`src/rtl/truth_table_scanner.sv`:
```
// Truth-table extractor: sweeps all 2^N input combinations through an external function,
// builds the minterm mask/count, then streams term indices. Define SCAN_MAXTERM_EN to allow maxterm streaming.
module truth_table_scanner #(
   parameter int N      = 4,
   parameter int SETTLE = 1
) (
   input  logic             clock,
   input  logic             reset,
   input  logic             start,
   input  logic             sel_max,
   input  logic             f_in,
   output logic [N-1:0]     vars,
   output logic             busy,
   output logic             done,
   output logic [2**N-1:0]  mask,
   output logic [N:0]       count,
   output logic [N-1:0]     idx,
   output logic             idx_valid,
   input  logic             idx_ready
);

   localparam logic [3:0] SETTLE_LAST = 4'(SETTLE);

   typedef enum logic [1:0] {IDLE, SCAN, EMIT} state_t;

   state_t            state_q, state_d;
   logic [N-1:0]      vars_q, vars_d;
   logic [3:0]        settle_q, settle_d;
   logic [2**N-1:0]   mask_q, mask_d;
   logic [N:0]        count_q, count_d;
   logic [N:0]        ptr_q, ptr_d;
   logic              busy_q, busy_d;
   logic              done_q, done_d;
   logic              target;
   logic              match;

`ifdef SCAN_MAXTERM_EN
   logic              sel_max_q, sel_max_d;

   always_ff @(posedge clock or posedge reset) begin
      if (reset) sel_max_q <= 1'b0;
      else       sel_max_q <= sel_max_d;
   end

   always_comb begin
      sel_max_d = sel_max_q;
      if (state_q == IDLE && start) sel_max_d = sel_max;
   end

   assign target = ~sel_max_q;
`else
   logic              unused_sel_max;

   assign unused_sel_max = sel_max;
   assign target         = 1'b1;
`endif

   // The extra pointer bit marks "past the last index", giving one closing cycle before done.
   assign match = (state_q == EMIT) && !ptr_q[N] && (mask_q[ptr_q[N-1:0]] == target);

   always_ff @(posedge clock or posedge reset) begin
      if (reset) begin
         state_q  <= IDLE;
         vars_q   <= '0;
         settle_q <= '0;
         mask_q   <= '0;
         count_q  <= '0;
         ptr_q    <= '0;
         busy_q   <= 1'b0;
         done_q   <= 1'b0;
      end else begin
         state_q  <= state_d;
         vars_q   <= vars_d;
         settle_q <= settle_d;
         mask_q   <= mask_d;
         count_q  <= count_d;
         ptr_q    <= ptr_d;
         busy_q   <= busy_d;
         done_q   <= done_d;
      end
   end

   always_comb begin
      state_d  = state_q;
      vars_d   = vars_q;
      settle_d = settle_q;
      mask_d   = mask_q;
      count_d  = count_q;
      ptr_d    = ptr_q;
      busy_d   = busy_q;
      done_d   = 1'b0;
      case (state_q)
         IDLE: begin
            if (start) begin
               state_d  = SCAN;
               vars_d   = '0;
               settle_d = '0;
               mask_d   = '0;
               count_d  = '0;
               busy_d   = 1'b1;
            end
         end
         SCAN: begin
            if (settle_q == SETTLE_LAST) begin
               mask_d[vars_q] = f_in;
               count_d        = count_q + (N+1)'(f_in);
               vars_d         = vars_q + 1'b1;
               settle_d       = '0;
               if (vars_q == {N{1'b1}}) begin
                  state_d = EMIT;
                  ptr_d   = '0;
               end
            end else begin
               settle_d = settle_q + 1'b1;
            end
         end
         EMIT: begin
            if (ptr_q[N]) begin
               state_d = IDLE;
               busy_d  = 1'b0;
               done_d  = 1'b1;
               ptr_d   = '0;
            end else if (!match || idx_ready) begin
               ptr_d = ptr_q + 1'b1;
            end
         end
         default: state_d = IDLE;
      endcase
   end

   assign vars      = vars_q;
   assign busy      = busy_q;
   assign done      = done_q;
   assign mask      = mask_q;
   assign count     = count_q;
   assign idx_valid = match;
   assign idx       = match ? ptr_q[N-1:0] : '0;

endmodule

```
`config.mk`:
```
export PLATFORM = sky130hd
export DESIGN_NAME = truth_table_scanner
export DESIGN_NICKNAME = d
export VERILOG_FILES = /design/src/rtl/truth_table_scanner.sv
export SDC_FILE = /design/constraint.sdc
export NUM_CORES = 1
export LEC_CHECK = 0
export CAP_MARGIN = 15
export CORE_ASPECT_RATIO = 2
export CORE_MARGIN = 5
export CORE_UTILIZATION = 57
export CTS_CLUSTER_SIZE = 28
export DETAILED_ROUTE_END_ITERATION = 7
export MAX_ROUTING_LAYER = met4
export PLACE_DENSITY = 0.95
export SYNTH_ARGS = -nofsm -noshare
export SYNTH_HDL_FRONTEND = slang
export SYNTH_SLANG_ARGS = --single-unit
```
`constraint.sdc`:
```
create_clock -name clock -period 4.8 [get_ports clock]
set_input_delay 1.2 -clock clock [delete_from_list [all_inputs] [get_ports clock]]
set_output_delay 1.2 -clock clock [all_outputs]
set_load 0.03 [all_outputs]
```
==> results.toml <==
[timing]
hold_violations = 0
maxSlewHeadroom_pct = 53.0
timing.fmax_mhz = 259
period_needed_ns = 3.86
slew_viol_final = 0
finalCritPeriodShare_pct = 80.4
skew_ns = 0.00990
setup_ws_ns = 0.939
rsz0062_at_grt = "no"
finalSetupViolations = 0
worst_slew_pin_slew_ns = 0.700
fin_tns_setup_ns = 0

[drt]
wirelength_mm = 5.01
wl_per_cell_um = 15.7
drc = 0
first_iter_violations = 60
vias = 1854
routed_via_density = 5.79
final_antenna_net_count = 0
drtPass1Iterations = 4

[floorplan]
die_h_um = 97.3
initial_core_util_pct = 59.5
rows = 31
fp.dieArea_um2 = 5220
ios = 38
core_um2 = 3650
die_w_um = 53.6

[critical_path]
cp_max_fo = 6
crit_required_ns = 3.60
cp.arrival_ns = 2.66
end_kind = "output pin"
critPathLaunchType = "register"
startpoint = "state_q[0]"
path_class = "reg2out"
r2r_start = "state_q[1]"

[run_status]
status = "complete, no violations"

[synthesis]
synth_ff_type = "dfrtp_1"
syn_area_um2 = 2170
synth-async-reset-ratio_pct = 100
yosysSeqAreaShare_pct = 43.8
yosysTopAreaCellShare_pct = 43.8
yosys_warnings = 0
syn_area_per_cell_um2 = 9.15
synth_top_cell_by_area = "dfrtp_1"
ys_top_cells_by_area = "dfrtp_1 (44%), ha_1 (6.9%), nand3_1 (6.7%)"
mappedNetlistNets = 255
synth-seq-cells = 38
synth.distinct_cells = 37
synth_edf_count = 0
syn_inst = 237

[power]
p_leak_nw = 1.15
powerDensity_nw_per_um2 = 478
ir_worst_vdd_mv = 0.321

[worst_hold_path]
hp-start = "count[0]"
min_path_type = "reg2reg"

[finish]
final_net_count = 288
drive_gt1_share_pct = 5.90
area_delta_synth_final_pct = 21.6
layout_commonest_cell = "dfrtp_1"
final_cell_mix = "dfrtp_1 (38), clkdlybuf4s50_1 (36), nand3_1 (29), nand2_1 (26), o21ai_0 (26)"
diodes = 0

[clock_tree]
insertion_delay_ns = 0.30
hold_buffers = 0
path_clk_slew_ns = 0.08
cts_tree = "done"
numCtsBuffers = 5
cts_resized = 0
clock-sinks = 38
cts-root-buf = "clkbuf_8"
post_cts_buffers = 0
clockBufferDepth = 2
htreeDepth = 2

[grt]
grt_max_degree = 39
antenna_found_initial = 0
grt_pass1_wl_mm = 8.46
grt_pass1_vias = 1899
grt_overflow = 0
grtUsageTotal_pct = 22.2

[placement]
dp_hpwl_mm = 3.65
dp_slack_ns = 1.27
port_buffers = 36
gp_congestion = 0.823

[job]
maxCapViolations = 0
[final cells by class]
cell class	count	area (µm²)
inverter	11	41.3
timing repair buffer	37	368
multi-input combinational	177	1120
fill	278	1010
sequential	38	951
clock buffer	6	82.6
clock inverter	2	12.5
tap	49	61.3
[kinds of logic (layout without fill, tap and decap cells)]
| family | after synthesis | count (layout) | share of synthesized area [%] |
|---|---|---|---|
| adder cells (fa/ha/maj) | 12 | 12 | 6.92 |
| buffers and inverters | 22 | 56 | 4.50 |
| XOR/XNOR | 5 | 5 | 2.02 |
| AND/OR/NAND/NOR | 101 | 101 | 23.0 |
| AO/OA/AOI/OAI | 48 | 48 | 14.5 |
| flip-flops | 38 | 38 | 43.8 |
| multiplexers | 11 | 11 | 5.31 |
[worst paths after layout]
path                              endpoint  slack (ns)  cells after the start
worst max-delay path                idx[0]        0.94                      8
worst min-delay path              count[0]        0.51                      2
worst max register to register     mask[3]        1.93                      7
worst min register to register    count[0]        0.51                      2
max in group asynchronous          mask[5]        3.14                      3
min in group asynchronous       state_q[0]        1.32                      3
[cells in the mapped netlist (4+ instances only)]
cell,number
a21oi_1,4
and2_1,5
buf_2,6
clkbuf_1,4
dfrtp_1,38
ha_1,12
inv_1,11
mux2i_1,10
nand2_1,26
nand3_1,29
nand4_1,7
nor2_1,15
nor2b_1,6
o21ai_0,26
o31ai_1,4
xor2_1,5
[worst max-delay path: stages (launching register included)]
cell	delay, ns
dfrtp_1	0.41
inv_1	0.09
ha_1	0.25
nand2b_1	0.15
a211oi_1	0.35
nand3_2	0.16
nand2_1	0.15
and2_1	0.13
clkdlybuf4s50_1	0.67
[report_power, final]
group	internal [mW]	total [mW]	switching [mW]	leakage, nW
combinational	0.207	0.592	0.385	0.587
sequential	0.366	0.438	0.0713	0.519
clock	0.115	0.231	0.116	0.0472
total	0.689	1.26	0.572	1.15
[flip-flops by register name (all words and copies together), names as in the netlist]
signal,cells
vars,4
done,1
settle_q,4
count,5
state_q,2
ptr_q,5
busy,1
mask,16
[layer usage]
layer  vias up  wire, µm  track usage (%)
met5         -         0                -
met2        52      2740             35.0
met1       893      1910             25.6
met4         0       150             11.4
li1        894         -                -
met3        15       213             4.45
[per-stage QoR]
stage | area [µm²] | instances | total power, mW | hold WS (ns) | utilization [%]
3_5_place_dp | 2540 | 312 | 1.03 | 0.491 | 69.7
4_1_cts | 2640 | 320 | 1.27 | 0.510 | 72.3
2_1_floorplan | 2170 | 237 | 0.886 | 0.488 | -
3_3_place_gp | 2540 | 312 | 1.00 | 0.487 | 69.7
6_report | 2640 | 320 | 1.26 | 0.511 | 72.3
5_1_grt | 2640 | 320 | 1.35 | 0.566 | 72.3
Note: power is estimated with default switching activity, not from simulation.
